--- config.mk ---
export PLATFORM = sky130hd
export DESIGN_NAME = covariance_accumulator
export DESIGN_NICKNAME = d
export VERILOG_FILES = /design/src/rtl/pca_pkg.sv /design/src/rtl/cov_mac.sv /design/src/rtl/covariance_accumulator.sv
export SDC_FILE = /design/constraint.sdc
export NUM_CORES = 2
export LEC_CHECK = 0
export ABC_AREA = 1
export CORE_MARGIN = 2
export CORE_UTILIZATION = 57
export DETAILED_ROUTE_END_ITERATION = 16
export PLACE_DENSITY_LB_ADDON = 0.15
export SYNTH_ARGS = -nofsm -noshare
export SYNTH_HDL_FRONTEND = slang
export SYNTH_HIERARCHICAL = 1
export SYNTH_SLANG_ARGS = --single-unit
--- constraint.sdc ---
create_clock -name clk -period 8.6 [get_ports clk]
set_input_delay 1.29 -clock clk [delete_from_list [all_inputs] [get_ports clk]]
set_output_delay 1.29 -clock clk [all_outputs]
set_load 0.01 [all_outputs]
--- src/rtl/pca_pkg.sv ---
// Shared definitions for the PCA covariance front end: FSM states, BRAM word
// addresses of the 2x2 covariance matrix and the BRAM data width.
package pca_pkg;

   typedef enum logic [2:0] {
      ST_IDLE,
      ST_ACCUM,
      ST_DRAIN,
      ST_WRITE,
      ST_DONE
   } state_e;

   localparam logic [1:0] COV_XX = 2'd0;
   localparam logic [1:0] COV_XY = 2'd1;
   localparam logic [1:0] COV_YX = 2'd2;
   localparam logic [1:0] COV_YY = 2'd3;

   localparam int COV_DATA_W = 32;

endpackage

--- src/rtl/cov_mac.sv ---
// Multiply-accumulate core: registers the three sample products on accept and
// folds them into the Sxx/Sxy/Syy accumulators on the following edge.
module cov_mac
   import pca_pkg::*;
#(
   parameter int DATA_W = 16,
   parameter int LOG2_N = 2
) (
   input  logic                           clk,
   input  logic                           rst,
   input  logic                           clear,
   input  logic                           en,
   input  logic [DATA_W-1:0]              x_in,
   input  logic [DATA_W-1:0]              y_in,
   output logic [2*DATA_W+LOG2_N-1:0]     sxx,
   output logic [2*DATA_W+LOG2_N-1:0]     sxy,
   output logic [2*DATA_W+LOG2_N-1:0]     syy
);

   localparam int PROD_W = 2 * DATA_W;
   localparam int ACC_W  = PROD_W + LOG2_N;

   logic signed [PROD_W-1:0] x_ext, y_ext;
   logic signed [PROD_W-1:0] xx_d, xx_q, xy_d, xy_q, yy_d, yy_q;
   logic                     prod_vld_d, prod_vld_q;
   logic signed [ACC_W-1:0]  sxx_d, sxx_q, sxy_d, sxy_q, syy_d, syy_q;

   // Widening before the multiply keeps the full signed product; the product
   // of two DATA_W values always fits in PROD_W bits.
   assign x_ext = PROD_W'($signed(x_in));
   assign y_ext = PROD_W'($signed(y_in));

   always_comb begin
      // NOTE: every variable gets its hold value first so no path leaves one
      // unassigned, which is what would otherwise infer a latch.
      xx_d       = xx_q;
      xy_d       = xy_q;
      yy_d       = yy_q;
      prod_vld_d = 1'b0;
      sxx_d      = sxx_q;
      sxy_d      = sxy_q;
      syy_d      = syy_q;
      if (clear) begin
         sxx_d = '0;
         sxy_d = '0;
         syy_d = '0;
      end else begin
         if (en) begin
            xx_d       = x_ext * x_ext;
            xy_d       = x_ext * y_ext;
            yy_d       = y_ext * y_ext;
            prod_vld_d = 1'b1;
         end
         if (prod_vld_q) begin
            sxx_d = sxx_q + ACC_W'(xx_q);
            sxy_d = sxy_q + ACC_W'(xy_q);
            syy_d = syy_q + ACC_W'(yy_q);
         end
      end
   end

   // NOTE: state is updated with non-blocking assignments so every flop samples
   // the pre-edge values regardless of process ordering.
   always_ff @(posedge clk or posedge rst) begin
      if (rst) begin
         xx_q       <= '0;
         xy_q       <= '0;
         yy_q       <= '0;
         prod_vld_q <= 1'b0;
         sxx_q      <= '0;
         sxy_q      <= '0;
         syy_q      <= '0;
      end else begin
         xx_q       <= xx_d;
         xy_q       <= xy_d;
         yy_q       <= yy_d;
         prod_vld_q <= prod_vld_d;
         sxx_q      <= sxx_d;
         sxy_q      <= sxy_d;
         syy_q      <= syy_d;
      end
   end

   assign sxx = sxx_q;
   assign sxy = sxy_q;
   assign syy = syy_q;

endmodule

--- src/rtl/covariance_accumulator.sv ---
// Windowed 2x2 covariance of centred samples, written into the covariance BRAM
// through its single-port write interface once N samples have been summed.
module covariance_accumulator
   import pca_pkg::*;
#(
   parameter int DATA_W = 16,
   parameter int LOG2_N = 2
) (
   input  logic              clk,
   input  logic              rst,
   input  logic              start,
   input  logic              in_valid,
   output logic              in_ready,
   input  logic [DATA_W-1:0] x_in,
   input  logic [DATA_W-1:0] y_in,
   output logic              bram_ena,
   output logic              bram_wea,
   output logic [1:0]        bram_addra,
   output logic [31:0]       bram_dina,
   output logic              busy,
   output logic              done
);

   localparam int                ACC_W   = 2 * DATA_W + LOG2_N;
   localparam int                CNT_W   = LOG2_N + 1;
   localparam logic [CNT_W-1:0]  N_CNT   = CNT_W'(1 << LOG2_N);
   localparam logic [CNT_W-1:0]  N_LAST  = CNT_W'((1 << LOG2_N) - 1);
   localparam logic [2:0]        WR_LAST = 3'd4;

   state_e                 state_d, state_q;
   logic [CNT_W-1:0]       cnt_d, cnt_q;
   logic [2:0]             wcnt_d, wcnt_q;
   logic                   busy_d, busy_q;
   logic                   done_d, done_q;
   logic                   ena_d, ena_q;
   logic [1:0]             addr_d, addr_q;
   logic [COV_DATA_W-1:0]  dina_d, dina_q;

   logic                   accept;
   logic                   mac_clear;
   logic [ACC_W-1:0]       sxx, sxy, syy;
   logic signed [ACC_W-1:0] sel;

   assign in_ready = (state_q == ST_ACCUM) && (cnt_q < N_CNT);
   assign accept   = in_valid && in_ready;

   cov_mac #(
      .DATA_W (DATA_W),
      .LOG2_N (LOG2_N)
   ) u_mac (
      .clk   (clk),
      .rst   (rst),
      .clear (mac_clear),
      .en    (accept),
      .x_in  (x_in),
      .y_in  (y_in),
      .sxx   (sxx),
      .sxy   (sxy),
      .syy   (syy)
   );

   always_comb begin
      state_d   = state_q;
      cnt_d     = cnt_q;
      wcnt_d    = wcnt_q;
      mac_clear = 1'b0;
      unique case (state_q)
         ST_IDLE: begin
            if (start) begin
               state_d   = ST_ACCUM;
               cnt_d     = '0;
               mac_clear = 1'b1;
            end
         end
         ST_ACCUM: begin
            if (accept) begin
               cnt_d = cnt_q + CNT_W'(1);
               if (cnt_q == N_LAST) state_d = ST_DRAIN;
            end
         end
         ST_DRAIN: begin
            state_d = ST_WRITE;
            wcnt_d  = '0;
         end
         // Four issue cycles plus one in which the last word lands in the BRAM.
         ST_WRITE: begin
            wcnt_d = wcnt_q + 3'd1;
            if (wcnt_q == WR_LAST) state_d = ST_DONE;
         end
         ST_DONE: state_d = ST_IDLE;
         default: state_d = ST_IDLE;
      endcase
   end

   always_comb begin
      unique case (wcnt_q[1:0])
         COV_XX:         sel = $signed(sxx) >>> LOG2_N;
         COV_XY, COV_YX: sel = $signed(sxy) >>> LOG2_N;
         default:        sel = $signed(syy) >>> LOG2_N;
      endcase
      ena_d  = (state_q == ST_WRITE) && (wcnt_q < WR_LAST);
      addr_d = ena_d ? wcnt_q[1:0] : 2'd0;
      dina_d = ena_d ? COV_DATA_W'(sel) : '0;
      busy_d = (state_d != ST_IDLE);
      done_d = (state_d == ST_DONE);
   end

   always_ff @(posedge clk or posedge rst) begin
      if (rst) begin
         state_q <= ST_IDLE;
         cnt_q   <= '0;
         wcnt_q  <= '0;
         busy_q  <= 1'b0;
         done_q  <= 1'b0;
         ena_q   <= 1'b0;
         addr_q  <= '0;
         dina_q  <= '0;
      end else begin
         state_q <= state_d;
         cnt_q   <= cnt_d;
         wcnt_q  <= wcnt_d;
         busy_q  <= busy_d;
         done_q  <= done_d;
         ena_q   <= ena_d;
         addr_q  <= addr_d;
         dina_q  <= dina_d;
      end
   end

   assign bram_ena   = ena_q;
   assign bram_wea   = ena_q;
   assign bram_addra = addr_q;
   assign bram_dina  = dina_q;
   assign busy       = busy_q;
   assign done       = done_q;

endmodule

======== Word-level counts from Yosys, hierarchy flattened ========
Index checks and enable logic that the tools add are counted.
storage, ports and cells
  register bits ........................... 245
  bits of input ports ..................... 36
  output and inout port bits .............. 39
  logic and storage cells ................. 70
cells by class
  add/sub/neg operators ................... 5
  multiply operators ...................... 3
  $lt $le $gt $ge ......................... 2
  equality and inequality tests ........... 10
  mux-type cells .......................... 22
  bitwise logic cells ..................... 1
  reductions and logical operators ........ 12
operators with widths
  operator             number
  $mux 34              6
  $add 34x32->34       3
  $mul 16x16->32       3
  $pmux 32 s2          1
  $mux 32              1
  $mux 3               6
  $pmux 3 s2           2
  $pmux 3 s4           1
  $eq 3x2->1 const B   3
  $add 3x1->3 const B  2
  $eq 3x3->1 const B   2
  $lt 3x3->1 const B   2
  $reduce_bool 2->1    3
  $mux 1               4
  $ne 2x2->1 const B   2
  $eq 3x1->1 const B   1
  $logic_and 1x1->1    3
  $logic_not 3->1      1
  $reduce_and 3->1     1
  $reduce_bool 3->1    1
  $eq 2x1->1 const B   1
  $eq 2x2->1 const B   1
  $logic_not 2->1      1
  $mux 2               1
  other kinds (3)      3

======== Logic depth before layout (Yosys ltp) ========
  depth in word-level cells ............... 6
  depth in mapped cells ................... 28
  depth with buffers taken out ............ 27

======== By module ========
Netlist, hierarchy kept.
by module, submodules not included
  module                  instances  cells each  area each (µm²)  sequential area each (µm²)
  cov_mac                 1          5960        43744.5          4929.7
  covariance_accumulator  1          284         2452.4           1151.1

======== Least setup slack after synthesis ========
Ideal clock, no wire load.
  kind .................................... input -> register
  start ................................... input port y_in[1]
  end ..................................... register u_mac.yy_q[24]
  library setup time ...................... 0.118 ns
  arrival ................................. 6.506 ns
  required time ........................... 8.482 ns
  slack ................................... 1.976 ns
  cell stages on the path ................. 21
  buffers on the path ..................... 2
  cells stage by stage .................... clkbuf_1 > clkbuf_1 > nand2_1 > inv_1 > fa_1 > fa_1 > fa_1 > fa_1 > fa_1 > inv_1 > fa_1 > inv_1 > ha_1 > nand2_1 > nor2_1 > nor3b_1 > nand3_1 > nand3_1 > nand2_1 > nand3_1 > nand2_1
between the ends
  cells in the longest elaborated chain, start to end .. 1
ends and longest elaborated chain
  item                  line                          source
  from (decl)           covariance_accumulator.sv:15  input logic [DATA_W-1:0] y_in,
  $mul 16x16->32        cov_mac.sv:51                 yy_d = y_ext * y_ext;
  to (signal assigned)  cov_mac.sv:76                 yy_q <= yy_d;
  to (decl)             cov_mac.sv:24                 logic signed [PROD_W-1:0] xx_d, xx_q, xy_d, xy_q, yy_d, yy_q;
No other way between the ends.
A chain may end at the register's enable or synchronous reset.

======== Final worst setup path ========
  start ................................... input port x_in[15]
  end ..................................... register u_mac.xx_q[27]
between the ends
  cells in the longest elaborated chain, start to end .. 1
ends and longest elaborated chain
  item                  line                          source
  from (decl)           covariance_accumulator.sv:14  input logic [DATA_W-1:0] x_in,
  $mul 16x16->32        cov_mac.sv:49                 xx_d = x_ext * x_ext;
  to (signal assigned)  cov_mac.sv:66                 xx_q <= '0;
  to (signal assigned)  cov_mac.sv:74                 xx_q <= xx_d;
  to (decl)             cov_mac.sv:24
No other way between the ends.

==> tab_implementation.tex <==
\begin{tabular}{lr}
\hline
Metric & Value \\
\hline
\multicolumn{2}{l}{\textbf{Outcome}} \\
\quad Status & finished clean \\
\multicolumn{2}{l}{\textbf{Die}} \\
\quad I/O pins & 75 \\
\quad Die extent in y & 289 µm \\
\quad Core box area & 80400 µm² \\
\quad Initial core utilization & 0.574 \\
\quad Die Footprint & 83300 µm² \\
\quad Die boundary width & 289 µm \\
\quad Count of standard-cell rows & 104 \\
\multicolumn{2}{l}{\textbf{CTS}} \\
\quad Clock tree buffer depth & 3 \\
\quad CTS H-tree lvls & 1 \\
\quad CTS-repair resized insts & 0 \\
\quad Cts bufs inserted & 30 \\
\quad Clock tree from TritonCTS & built \\
\quad Clock Sinks & 243 \\
\quad Root cell of the clock tree & sky130\_fd\_sc\_hd\_\_clkbuf\_16 \\
\quad Later-pin clock latency in the skew report & 0.60 ns \\
\quad Post-CTS Setup Inserts & 0 \\
\quad Count of hold-fix buffers inserted at cts & 0 \\
\quad Clock slew seen by the registers of the worst setup and hold paths & 0.06 ns \\
\multicolumn{2}{l}{\textbf{Worst setup path}} \\
\quad Kind of capture point of the worst setup path & register \\
\quad Crit Path Category & primary input to register \\
\quad Worst Setup Start Kind & primary input \\
\quad Reg2Reg Setup Slack & 5.45 ns \\
\quad Arrival @ worst endpoint & 7.81 ns \\
\quad Cell with the largest stage delay on the worst path & sky130\_fd\_sc\_hd\_\_clkdlybuf4s50\_1 \\
\quad Critical-path maximum fanout & 15 \\
\quad Beginning of the worst register-to-register path & state\_q[0] \\
\quad Reg2reg end & u\_mac/xy\_q[18] \\
\quad Critical path required time & 9.07 ns \\
\quad Number of cells traversed by the worst register-to-register path & 9 \\
\quad Critical-path cell list & clkdlybuf4s50\_1 -> nand2\_1 -> inv\_1 -> fa\_1 -> fa\_1 -> inv\_1 -> fa\_1 -> fa\_1 -> inv\_1 -> fa\_1 -> inv\_1 -> fa\_1 -> inv\_1 -> ha\_1 -> nand2\_1 -> nor2\_1 -> inv\_1 -> nor3\_1 -> o21ai\_0 -> nand3\_1 -> nand2\_1 -> nand3\_1 -> nand2\_1 \\
\quad Maximum cell stage delay along the critical path & 1.05 ns \\
\multicolumn{2}{l}{\textbf{Yosys}} \\
\quad Post-Synthesis Cell Area & 46200 µm² \\
\quad Post-Syn Area per Cell & 7.40 µm² \\
\quad Synth Register Bits & 243 \\
\quad Number of nets produced by synthesis & 7380 \\
\quad Count of mapped cells out of synthesis & 6244 \\
\quad Sequential area share after synthesis & 0.132 \\
\quad Prevailing post-synth register cell & sky130\_fd\_sc\_hd\_\_dfrtp\_1 \\
\quad Distinct cells, synth & 46 \\
\quad Share of synthesized flip-flops with an asynchronous set or reset & 1.00 \\
\quad Yosys warning count & 6 \\
\quad Number of flops mapped to enable cells by yosys & 0 \\
\multicolumn{2}{l}{\textbf{Min path}} \\
\quad Hold Path Cell Cnt & 2 \\
\quad Destination of the worst hold path & u\_mac/xx\_q[26] \\
\quad Origin of the worst min-delay path & u\_mac/xx\_q[26] \\
\quad Worst hold-check path type & register to register \\
\multicolumn{2}{l}{\textbf{Timing}} \\
\quad Post-route clock period utilization & 0.854 \\
\quad Unrepaired setup endpoints after global routing & no \\
\quad Setup violation total in the final timing report & 0 \\
\quad Number of max-slew violations in the final report & 0 \\
\quad Final critical delay including setup and external delays & 7.34 ns \\
\quad Worst max-slew margin expressed relative to the limit & 0.314 \\
\quad Top achievable clock speed & 0.136 GHz \\
\quad Final Hold Vio Count & 0 \\
\quad Slew of the pin with the lowest slew margin & 1.03 ns \\
\quad Summed negative setup slack over all endpoints & 0 ns \\
\quad Worst clock skew on the final layout & 0.0132 ns \\
\quad PnR worst setup slack & 1.26 ns \\
\multicolumn{2}{l}{\textbf{Drt}} \\
\quad Wire length reported by the detailed router & 128000 µm \\
\quad Topmost layer with routed signal wires & met4 \\
\quad Count of TritonRoute iterations in the first routing pass & 6 \\
\quad Number of nets still failing antenna checks after routing & 0 \\
\quad WL met1 & 59800 µm \\
\quad Routed via count divided by cell count & 5.29 \\
\quad Routed via count & 38800 \\
\quad DR WL met2 & 57300 µm \\
\quad DRC marker count from the first detailed-route iteration & 3171 \\
\quad Average wire per cell in the routed design & 17.5 µm \\
\quad DRC violation count after routing & 0 \\
\quad Detailed route wirelength on metal3 & 8000 µm \\
\multicolumn{2}{l}{\textbf{Global routing}} \\
\quad Number of antenna violations at the first check in global routing & 0 \\
\quad First-pass GRT wire length & 211000 µm \\
\quad Combined global-route utilization of all metal layers & 0.320 \\
\quad Congestion Overflow GR & 0 \\
\quad Largest net degree at the start of global routing & 100 \\
\quad Via count of the first global-routing pass & 39500 \\
\multicolumn{2}{l}{\textbf{Place}} \\
\quad Count of buffers inserted at the top-level ports & 74 \\
\quad Post-Place Worst Slack & 0.686 ns \\
\quad Placed wire-length estimate & 106000 µm \\
\quad Gpl congestion & 1.00 \\
\multicolumn{2}{l}{\textbf{Flow run}} \\
\quad Maxcap violations & 0 \\
\multicolumn{2}{l}{\textbf{Layout}} \\
\quad Syn-to-layout area delta & 6.34\% \\
\quad Share of post-route cells with drive strength above 1 & 0.0383 \\
\quad Final net count & 7380 \\
\hline
\end{tabular}
## worst max-delay path, delay by kind of cell
kind	cells	cell delay, ns
buffers and inverters	7	1.67
AO/OA/AOI/OAI	1	0.17
AND/OR/NAND/NOR	8	0.91
adder cells (fa/ha/maj)	7	3.76
## flip-flops by register name, summed over array words and instances (netlist names), 3 cells and up
register and count:
u_mac/sxx 34, cnt_q 3, state_q 3, u_mac/sxy 34
wcnt_q 3, u_mac/xy_q 32, bram_dina 32, u_mac/xx_q 31
u_mac/syy 34, u_mac/yy_q 31
## metrics by stage
step,hold WS (ns),instance area (µm²),util,std cells
finish,0.492,49100,0.611,7329
detailed placement,0.475,48100,0.598,7272
floorplan,0.453,46200,-,6244
global placement,0.470,48100,0.598,7272
global route,0.518,49100,0.611,7328
CTS,0.492,49100,0.611,7328
## layout make-up
type | count | area, µm²
Multi-Input combinational cell | 4315 | 33700
Fill cell | 7603 | 31300
Sequential cell | 243 | 6080
Inverter | 1515 | 5700
Tap cell | 1060 | 1330
Timing Repair Buffer | 139 | 1250
Clock buffer | 40 | 860
Clock inverter | 16 | 161
Antenna cell | 1 | 2.50
## synthesized netlist by cell type (14+ instances only)
cell,count,area (µm²)
sky130_fd_sc_hd__nor3_2,19,190
sky130_fd_sc_hd__nand2_2,20,125
sky130_fd_sc_hd__nor3_1,26,130
sky130_fd_sc_hd__buf_2,24,120
sky130_fd_sc_hd__a21oi_1,222,1110
sky130_fd_sc_hd__ha_1,366,4580
sky130_fd_sc_hd__nor2_1,344,1290
sky130_fd_sc_hd__a21o_1,47,353
sky130_fd_sc_hd__or2_2,14,87.6
sky130_fd_sc_hd__o21bai_1,28,210
sky130_fd_sc_hd__nand3b_1,21,158
sky130_fd_sc_hd__nand2_1,1787,6710
sky130_fd_sc_hd__nand4_1,57,357
sky130_fd_sc_hd__o21ai_0,161,806
sky130_fd_sc_hd__inv_1,1504,5650
sky130_fd_sc_hd__dfrtp_1,243,6080
sky130_fd_sc_hd__nand3_1,266,1330
sky130_fd_sc_hd__o21ai_1,25,125
sky130_fd_sc_hd__xnor2_1,32,280
sky130_fd_sc_hd__clkbuf_1,131,492
sky130_fd_sc_hd__a21oi_2,31,272
sky130_fd_sc_hd__xor2_1,34,298
sky130_fd_sc_hd__a31oi_1,14,87.6
sky130_fd_sc_hd__fa_1,734,14700
## cells by family (layout without fill, tap and decap cells)
group,Yosys count,after routing,synth area share
fa+ha+maj,1100,1100,0.417
other cells,0,1,0
flops,243,243,0.132
compound gates,561,561,0.0700
simple gates,2588,2588,0.230
xor+xnor,66,66,0.0125
buf+inv,1686,1710,0.138
## placed cells by master, fill, tap and decap left out, drive strengths merged, types with 21 or more instances in the layout
master,synthesis,routed
o21bai,28,28
xor2,34,34
clkdlybuf4s50,0,74
a21oi,253,253
fa,734,734
nor2,356,356
ha,366,366
a21o,47,47
dfrtp,243,243
inv,1515,1519
nand4,57,57
o21ai,189,189
nor3,45,45
xnor2,32,32
nand2,1808,1808
buf,40,65
clkbuf,131,40
nand3b,21,21
nand3,269,269
## metal layers
layer / track usage / vias to the layer above
met5: 0 / -
met4: 0.0728 / 0
met3: 0.0318 / 138
met2: 0.511 / 1191
met1: 0.473 / 18800
li1: - / 18600
## worst max-delay path by stage
stage	from	endpoint	slack (ns)	depth (start not counted)
after global routing	x_in[15]	u_mac/xy_q[31]	0.85	22
after detailed placement	x_in[15]	u_mac/xx_q[27]	0.69	23
after global placement	x_in[15]	u_mac/xy_q[25]	0.75	20
after floorplan	rst	u_mac/prod_vld_q	1.94	1
after CTS	x_in[15]	u_mac/xx_q[27]	1.29	23
final	x_in[15]	u_mac/xx_q[27]	1.26	23
Power is not shown: default switching activity piles up to over one toggle a cycle in this logic, so the estimate is an artifact.
